<file path="src/rtl/mem_bus_bridge.sv">
// M-stage memory access unit: decodes the effective address into DM / timer / interrupt
// windows, drives the DM or device port, stalls multi-cycle accesses, returns raw load words.
module mem_bus_bridge #(
  parameter int unsigned DM_LAT  = 1,
  parameter int unsigned TIMEOUT = 16,
  parameter logic [31:0] DM_LO   = 32'h0000_0000,
  parameter logic [31:0] DM_HI   = 32'h0000_2FFF,
  parameter logic [31:0] TC1_LO  = 32'h0000_7F00,
  parameter logic [31:0] TC1_HI  = 32'h0000_7F0B,
  parameter logic [31:0] TC2_LO  = 32'h0000_7F10,
  parameter logic [31:0] TC2_HI  = 32'h0000_7F1B,
  parameter logic [31:0] INT_LO  = 32'h0000_7F20,
  parameter logic [31:0] INT_HI  = 32'h0000_7F23
) (
  input  logic        clk,
  input  logic        reset,
  input  logic        req_valid,
  input  logic        req_we,
  input  logic [1:0]  req_size,
  input  logic [31:0] req_addr,
  input  logic [31:0] req_wdata,
  output logic        stall,
  output logic [31:0] rdata,
  output logic        rdata_valid,
  output logic        bus_err,
  output logic        dm_en,
  output logic [3:0]  dm_we,
  output logic [31:0] dm_addr,
  output logic [31:0] dm_wdata,
  input  logic [31:0] dm_rdata,
  output logic        dev_req,
  output logic [1:0]  dev_sel,
  output logic        dev_we,
  output logic [31:0] dev_addr,
  output logic [31:0] dev_wdata,
  input  logic [31:0] dev_rdata,
  input  logic        dev_ack
);

  localparam int LW = (DM_LAT > 1) ? $clog2(DM_LAT) : 1;
  localparam int TW = $clog2(TIMEOUT);

  typedef enum logic [2:0] {IDLE, DM_WAIT, DEV_WAIT, DONE, ERR} state_t;

  state_t        state_q, state_d;
  logic [LW-1:0] lat_cnt_q, lat_cnt_d;
  logic [TW-1:0] to_cnt_q, to_cnt_d;
  logic [31:0]   rdata_q, rdata_d;
  logic          we_q, we_d;
  logic [1:0]    sel_q, sel_d;
  logic [31:0]   addr_q, addr_d;
  logic [31:0]   wdata_q, wdata_d;

  // Single unsigned compare keeps both window ends inclusive, even when LO is 0.
  function automatic logic in_win(input logic [31:0] a, lo, hi);
    return (a - lo) <= (hi - lo);
  endfunction

  logic        dm_hit;
  logic [1:0]  sel_in;
  logic [3:0]  be;
  logic [31:0] lane_wdata;

  always_comb begin
    dm_hit = in_win(req_addr, DM_LO, DM_HI);
    sel_in = 2'b00;
    if (in_win(req_addr, TC1_LO, TC1_HI))      sel_in = 2'b01;
    else if (in_win(req_addr, TC2_LO, TC2_HI)) sel_in = 2'b10;
    else if (in_win(req_addr, INT_LO, INT_HI)) sel_in = 2'b11;
    be         = 4'b0000;
    lane_wdata = req_wdata;
    case (req_size)
      2'b00: be = 4'b1111;
      2'b01: begin
        be         = req_addr[1] ? 4'b1100 : 4'b0011;
        lane_wdata = {2{req_wdata[15:0]}};
      end
      2'b10: begin
        be         = 4'b0001 << req_addr[1:0];
        lane_wdata = {4{req_wdata[7:0]}};
      end
      default: be = 4'b0000;
    endcase
  end

  always_comb begin
    state_d   = state_q;
    lat_cnt_d = lat_cnt_q;
    to_cnt_d  = to_cnt_q;
    rdata_d   = rdata_q;
    we_d      = we_q;
    sel_d     = sel_q;
    addr_d    = addr_q;
    wdata_d   = wdata_q;
    stall       = 1'b0;
    rdata_valid = 1'b0;
    bus_err     = 1'b0;
    dm_en       = 1'b0;
    dm_we       = 4'b0000;
    dm_addr     = 32'h0;
    dm_wdata    = 32'h0;
    dev_req     = 1'b0;
    dev_sel     = 2'b00;
    dev_we      = 1'b0;
    dev_addr    = 32'h0;
    dev_wdata   = 32'h0;
    case (state_q)
      IDLE: if (req_valid) begin
        stall   = 1'b1;
        we_d    = req_we;
        sel_d   = sel_in;
        addr_d  = {req_addr[31:2], 2'b00};
        wdata_d = req_wdata;
        if (dm_hit) begin
          dm_en     = 1'b1;
          dm_we     = req_we ? be : 4'b0000;
          dm_addr   = {req_addr[31:2], 2'b00};
          dm_wdata  = lane_wdata;
          lat_cnt_d = LW'(DM_LAT - 1);
          state_d   = DM_WAIT;
        end else if (sel_in != 2'b00) begin
          to_cnt_d = '0;
          state_d  = DEV_WAIT;
        end else begin
          state_d = ERR;
        end
      end
      DM_WAIT: begin
        stall = 1'b1;
        if (lat_cnt_q == '0) begin
          if (!we_q) rdata_d = dm_rdata;
          state_d = DONE;
        end else begin
          lat_cnt_d = lat_cnt_q - LW'(1);
        end
      end
      DEV_WAIT: begin
        stall     = 1'b1;
        dev_req   = 1'b1;
        dev_sel   = sel_q;
        dev_we    = we_q;
        dev_addr  = addr_q;
        dev_wdata = wdata_q;
        // An ack on the final allowed cycle still wins over the timeout.
        if (dev_ack) begin
          if (!we_q) rdata_d = dev_rdata;
          state_d = DONE;
        end else if (to_cnt_q == TW'(TIMEOUT - 1)) begin
          state_d = ERR;
        end else begin
          to_cnt_d = to_cnt_q + TW'(1);
        end
      end
      DONE: begin
        rdata_valid = !we_q;
        state_d     = IDLE;
      end
      ERR: begin
        bus_err = 1'b1;
        state_d = IDLE;
      end
      default: state_d = IDLE;
    endcase
    // Combinational strobes must also vanish the moment reset is asserted.
    if (!reset) begin
      stall = 1'b0;
      dm_en = 1'b0;
      dm_we = 4'b0000;
    end
  end

  always_ff @(posedge clk or negedge reset) begin
    if (!reset) begin
      state_q   <= IDLE;
      lat_cnt_q <= '0;
      to_cnt_q  <= '0;
      rdata_q   <= 32'h0;
      we_q      <= 1'b0;
      sel_q     <= 2'b00;
      addr_q    <= 32'h0;
      wdata_q   <= 32'h0;
    end else begin
      state_q   <= state_d;
      lat_cnt_q <= lat_cnt_d;
      to_cnt_q  <= to_cnt_d;
      rdata_q   <= rdata_d;
      we_q      <= we_d;
      sel_q     <= sel_d;
      addr_q    <= addr_d;
      wdata_q   <= wdata_d;
    end
  end

  assign rdata = rdata_q;

endmodule
</file>
<file path="config.mk">
export PLATFORM = sky130hd
export DESIGN_NAME = mem_bus_bridge
export DESIGN_NICKNAME = d
export VERILOG_FILES = /design/src/rtl/mem_bus_bridge.sv
export SDC_FILE = /design/constraint.sdc
export NUM_CORES = 1
export LEC_CHECK = 0
export ABC_CLOCK_PERIOD_IN_PS = 3500
export CORE_UTILIZATION = 40
export DETAILED_ROUTE_END_ITERATION = 10
export PLACE_DENSITY = 0.78
export SYNTH_ARGS = -nofsm -noshare
export SYNTH_HDL_FRONTEND = slang
export SYNTH_SLANG_ARGS = --single-unit
</file>
<file path="constraint.sdc">
create_clock -name clk -period 3.5 [get_ports clk]
set_input_delay 0.525 -clock clk [delete_from_list [all_inputs] [get_ports clk]]
set_output_delay 0.525 -clock clk [all_outputs]
set_load 0.05 [all_outputs]
</file>
# After elaboration in Yosys (flattened, before gate mapping)
# Index checks and enable logic that the tools add are counted.
dict set report classes {
  n_mul 0
  magnitude_cmp 4
  muxes 53
  add_sub_neg 5
  n_bitwise 0
  eq_ne 18
  div_mod_pow 0
  n_reduce_logical 13
  shifts 1
}
# cell n
set op_table {}
lappend op_table {{2-to-1 mux 32 bit} 12}
lappend op_table {{case mux 32 bit (2 select lines)} 2}
lappend op_table {{subtractor 32 x 15 -> 32 bit, second input constant} 3}
lappend op_table {{less-or-equal comparator 32 x 4 -> 1 bit, second input constant} 2}
lappend op_table {{2-to-1 mux 4 bit} 11}
lappend op_table {{less-or-equal comparator 32 x 14 -> 1 bit, second input constant} 1}
lappend op_table {{less-or-equal comparator 32 x 2 -> 1 bit, second input constant} 1}
lappend op_table {{inequality test 2 bit, second input constant} 10}
lappend op_table {{2-to-1 mux 3 bit} 6}
lappend op_table {{2-to-1 mux 1 bit} 13}
lappend op_table {{case mux 4 bit (3 select lines)} 1}
lappend op_table {{case mux 3 bit (3 select lines)} 1}
lappend op_table {{2-to-1 mux 2 bit} 4}
lappend op_table {{case mux 4 bit (2 select lines)} 1}
lappend op_table {{nonzero test 2 bit} 4}
lappend op_table {{== test 3 x 2 -> 1 bit, second input constant} 2}
lappend op_table {{AND reduction 3 bit} 2}
lappend op_table {{AND reduction 6 bit} 1}
lappend op_table {{AND reduction 5 bit} 1}
lappend op_table {{adder 4 x 1 -> 4 bit, second input constant} 1}
lappend op_table {{== test 4 bit, second input constant} 1}
lappend op_table {{case mux 1 bit (2 select lines)} 2}
lappend op_table {{<< shifter 1 x 2 -> 4 bit, first input constant} 1}
lappend op_table {{== test 3 x 1 -> 1 bit, second input constant} 1}
lappend op_table {{other kinds (10)} 10}
dict set report totals {
  mem_bits_ro 0
  latch_bits 0
  elab_cells 102
  ramBits 0
  inputBits 135
  mem_count 0
  out_inout_bits 172
  regBits 105
}

# Longest topological paths before layout
dict set report logic_depth {
  word_depth 10
  depth_mapped 12
  depth_no_buf 10
}

# Least setup slack after synthesis
# OpenSTA, ideal clock, no wires.
dict set report synth_timing {
  kind {input port to output port}
  start {input req_addr[20]}
  end {output dm_we[0]}
  setup_slack_ns -0.994
  path_buffers 0
  t_arrival_ns 3.969
  path_stages 8
  required_time_ns 2.975
  cell_sequence {or4_4 -> or4_4 -> or3_1 -> or3_4 -> nor4_4 -> and3_1 -> nand3b_1 -> nor2_1}
}
dict set report synth_via {
  elab_chain_cells 5
}
# element line
set synth_rtl {}
lappend synth_rtl {{start, declared} 20} ;# input logic [31:0] req_addr,
lappend synth_rtl {{less-or-equal comparator 32 x 14 -> 1 bit} 56} ;# return (a - lo) <= (hi - lo);
lappend synth_rtl {{2-to-1 mux 4 bit} 114} ;# if (dm_hit) begin
lappend synth_rtl {{2-to-1 mux 4 bit} 108} ;# IDLE: if (req_valid) begin
lappend synth_rtl {{2-to-1 mux 4 bit} 107} ;# case (state_q)
lappend synth_rtl {{2-to-1 mux 4 bit} 165} ;# if (!reset) begin
lappend synth_rtl {{end, declared} 27} ;# output logic [3:0] dm_we,
# Every way passes these cells.

# Worst setup path after layout
dict set report layout_timing {
  start {input req_addr[22]}
  end {output dm_wdata[14]}
}
dict set report layout_via {
  elab_chain_cells 4
}
# element line
set layout_rtl {}
lappend layout_rtl {{less-or-equal comparator 32 x 14 -> 1 bit} 56}
lappend layout_rtl {{2-to-1 mux 32 bit} 114}
lappend layout_rtl {{2-to-1 mux 32 bit} 108}
lappend layout_rtl {{2-to-1 mux 32 bit} 107}
lappend layout_rtl {{end, declared} 29} ;# output logic [31:0] dm_wdata,
# Every way passes these cells.

==> Implementation_results.wiki <==
{| class="wikitable"
! Metric !! Value
|-
| Crit Reg-Reg Startpoint || state_q[0]$_DFFE_PN0P_
|-
| Finished Core Util || 0.691
|-
| Path depth of the worst reg2reg path || 7
|-
| Share of post-route cells with drive strength above 1 || 0.282
|-
| Clock period minus worst slack || roughly 3900 ps
|-
| Relative slew margins || 0.528
|-
| Post-detailed-placement half-perimeter wirelength || 21400 um
|-
| Area growth from synthesis to layout || 68.6%
|-
| I/O Pins || roughly 300
|-
| Hold WC Path Type || reg2reg
|-
| Number of placement rows || 49
|-
| Crit Reg-Reg Endpoint || rdata[20]$_DFFE_PN0P_
|-
| DRT Wirelength || 27900 um
|-
| Overall power after layout || 3.15 mW
|-
| Largest net degree at the start of global routing || 65
|-
| Number of buffers on the longest clock path || 2
|-
| Cell count after synthesis || slightly above 800
|-
| Ranking of synthesized cells by area || sky130_fd_sc_hd__dfrtp_1, sky130_fd_sc_hd__mux2_2, sky130_fd_sc_hd__and2_1
|-
| Clock latency of the later-clocked register in the worst-skew pair || 360 ps
|-
| Post-route fraction of the period consumed by the critical path || 1.13
|-
| Number of nets with antenna violations after routing || 0
|-
| Setup repair after global routing missed its margin || yes
|-
| Top flip-flop cell by instance count after synthesis || sky130_fd_sc_hd__dfrtp_1
|-
| Data arrival time of the critical path || 3420 ps
|-
| Die height || 138 um
|-
| Failing checks || setup timing
|-
| Maximum VDD drop || approximately 0.00022 V
|-
| # port buffers || 284
|-
| Die footprint || ~19000 sq um
|-
| Number of hold violations in the final report || 0
|-
| Proportion of synthesized flip-flops having asynchronous set or reset || 1.00
|-
| H-tree level count || 3
|-
| Antenna violations before repair || 0
|-
| DRC || 0
|-
| Number of buffers created by CTS || 9
|-
| Post-Syn Area per Cell || 8.90 sq um
|-
| Run status || finished, violations left
|-
| Maximum achievable frequency || 0.254 GHz
|-
| Clk Tree Root Cell || sky130_fd_sc_hd__clkbuf_16
|-
| Total Negative Setup Slacks || -19080 ps
|-
| Post-synthesis register bit count || about 100
|-
| Vias per std cell || approximately 5.4
|-
| Setup slack of the worst register-to-register path || 1110 ps
|-
| Final Setup Violations || 49
|-
| Worst slew pin tran || between 700 and 800 ps
|-
| Cell taking the most area after synthesis || sky130_fd_sc_hd__dfrtp_1
|-
| Gr ovfl total || 0
|-
| EDFF count, synth || 0
|-
| Initial core utilization || 0.410
|-
| Worst setup path class || in2out
|-
| Critical Path RT || between 2000 and 3000 ps
|-
| Final Skew || ~8.5 ps
|-
| Vias after detailed routing || 7706
|-
| Routed WL per cell || 19.7 um
|-
| Critical path startpoint || req_addr[22]
|-
| Worst Hold Margin || 482 ps
|-
| Total Routing Usage GR || 0.287
|-
| Total iterations of the first detailed-routing run || 5
|-
| Max-capacitance violation count || 0
|-
| Max Slew Vio Count || 0
|-
| Power per unit of standard cell area || 253 nW/um^2
|-
| Total number of yosys warnings || 0
|-
| Share of the yosys chip area belonging to registers || 0.352
|-
| Yosys cell types || 71
|-
| Number of clock sinks || 104
|-
| Filler cells || 1404
|-
| Drt initial violations || 462
|-
| Netlist area before placement || about 7400 sq um
|-
| Crit. End Element || output pin
|-
| Gpl congestion || ~0.96
|-
| Post-Place Setup Slack || -912 ps
|-
| TritonCTS clock tree || yes
|-
| Die width || 138 um
|-
| Critical path startpoint category || input port
|-
| ANT cells || 0
|-
| Clk pin slew, worst setup/hold paths || 80 ps
|-
| End point of the critical path || dm_wdata[14]
|-
| Area share of the largest cell type after synthesis || 0.352
|-
| Crit-path max FO || 5
|-
| First-pass GRT wire length || 41000 um
|-
| Core region area || 18000 sq um
|-
| Static Leak || 5.54 nW
|-
| Number of nets in the finished design || 1323
|-
| Min setup slack post-route || -442 ps
|-
| Number of global-route vias before repair || 7294
|}
[power breakdown]
part	total (mW)	internal (mW)	switching, mW
Sequential	1.37	1.31	0.0548
Combinational	0.728	0.350	0.378
Clock	1.06	0.511	0.547
Total	3.15	2.17	0.980
[routing by layer]
metal / GRT usage / routed length, um / vias up / share of wire
met5: 0 / 0 / - / 0
met4: 0.0972 / 762 / 0 / 0.027
met3: 0.0746 / 2320 / 45 / 0.083
met2: 0.469 / 13400 / 299 / 0.48
met1: 0.365 / 11400 / 3698 / 0.41
li1: - / - / 3664 / -
[worst max-delay path, stage by stage]
cell	delay [ps]
sky130_fd_sc_hd__buf_6	90
sky130_fd_sc_hd__or4_4	540
sky130_fd_sc_hd__or4_4	440
sky130_fd_sc_hd__or3_4	360
sky130_fd_sc_hd__or3_4	350
sky130_fd_sc_hd__nor4_4	230
sky130_fd_sc_hd__buf_6	160
sky130_fd_sc_hd__buf_12	120
sky130_fd_sc_hd__nand2_8	80
sky130_fd_sc_hd__a21oi_4	200
sky130_fd_sc_hd__o21a_4	180
sky130_fd_sc_hd__buf_12	130
[synth_stat cells (5+ instances only)]
cell type,n
sky130_fd_sc_hd__a211oi_1,6
sky130_fd_sc_hd__a21oi_1,25
sky130_fd_sc_hd__a21oi_2,8
sky130_fd_sc_hd__a22oi_1,11
sky130_fd_sc_hd__and2_1,70
sky130_fd_sc_hd__and3_1,22
sky130_fd_sc_hd__buf_1,5
sky130_fd_sc_hd__buf_4,22
sky130_fd_sc_hd__clkbuf_1,52
sky130_fd_sc_hd__dfrtp_1,104
sky130_fd_sc_hd__ha_1,7
sky130_fd_sc_hd__inv_1,16
sky130_fd_sc_hd__mux2_2,63
sky130_fd_sc_hd__mux2i_1,33
sky130_fd_sc_hd__nand2_1,56
sky130_fd_sc_hd__nand2b_1,10
sky130_fd_sc_hd__nand3_1,18
sky130_fd_sc_hd__nand4_1,16
sky130_fd_sc_hd__nor2_1,50
sky130_fd_sc_hd__nor2b_1,14
sky130_fd_sc_hd__nor3_1,22
sky130_fd_sc_hd__nor3b_1,6
sky130_fd_sc_hd__nor4_1,23
sky130_fd_sc_hd__nor4b_1,8
sky130_fd_sc_hd__o2111ai_1,6
sky130_fd_sc_hd__o21a_1,19
sky130_fd_sc_hd__o21ai_0,46
sky130_fd_sc_hd__o31ai_1,5
sky130_fd_sc_hd__or3_1,8
sky130_fd_sc_hd__xnor2_1,8
[per-stage QoR]
step / area [sq um] / instances
floorplan: 7850 / 851
global placement: 11900 / 1388
detailed placement: 11900 / 1388
CTS: 12300 / 1411
global route: 12500 / 1415
finish: 12500 / 1415
[kinds of logic (layout without fill, tap and decap cells)]
group           after synthesis  after routing  share of synthesized area
xor+xnor                     11             11                     0.0130
compound gates              159            159                      0.145
mux                          96             96                      0.141
other cells                   1             22                   0.000508
buf+inv                     100            434                     0.0651
flops                       104            104                      0.352
fa+ha+maj                     7              7                     0.0119
simple gates                352            353                      0.272
[flip-flops by register name, summed over array words and instances, names as in the netlist]
name and count:
addr_q 30, rdata 32, sel_q 2, state_q 3
to_cnt_q 4, wdata_q 32, we_q 1
[how the worst min path moves through the flow]
stage                                from                      to  cells after the start
floorplan                           reset  addr_q[10]$_DFFE_PN0P_                      0
global placement                    reset  state_q[1]$_DFFE_PN0P_                      1
detailed placement                  reset  state_q[1]$_DFFE_PN0P_                      1
CTS                 rdata[31]$_DFFE_PN0P_   rdata[31]$_DFFE_PN0P_                      2
global route        rdata[22]$_DFFE_PN0P_   rdata[22]$_DFFE_PN0P_                      2
finish              rdata[31]$_DFFE_PN0P_   rdata[31]$_DFFE_PN0P_                      2
[cell usage in the layout, fill, tap and decap left out, drive strengths merged, types with 4 or more instances in the layout]
master,Yosys,layout
a211oi,6,6
a21boi,4,4
a21oi,33,33
a22oi,11,11
and2,70,70
and3,22,22
and4,4,4
buf,30,177
clkbuf,52,11
clkdlybuf4s50,0,181
clkinv,0,5
conb,1,22
dfrtp,104,104
dlymetal6s2s,0,36
ha,7,7
inv,17,18
mux2,63,63
mux2i,33,33
nand2,57,58
nand2b,10,10
nand3,18,18
nand4,16,16
nor2,50,50
nor2b,14,14
nor3,22,22
nor3b,6,6
nor4,24,24
nor4b,8,8
o2111ai,6,6
o21a,19,19
o21ai,46,46
o31ai,5,5
o32ai,4,4
or2,4,4
or3,9,9
or4,5,5
xnor2,8,8
[cell type report]
| type | count | area, sq um | share of cell area |
|---|---|---|---|
| clock buffers | 9 | 225 | 0.0181 |
| clock inverters | 7 | 85.1 | 0.00683 |
| inverters | 17 | 65.1 | 0.00523 |
| multi-input cells | 648 | 4800 | 0.386 |
| flip-flops and latches | 104 | 2600 | 0.209 |
| well taps | 229 | 287 | 0.0230 |
| repair buffers | 401 | 4380 | 0.352 |
[repair_timing]
action | in CTS | in global routing
resized for setup | 38 | 44
pin swaps | 8 | 8
hold buffers | 1 | 0
endpoints found under the hold margin | 3 | 0
setup buffers | 4 | 3
gates cloned | 2 | 1
endpoints found under the setup margin | 52 | 85
(Power assumes the default switching activity.)
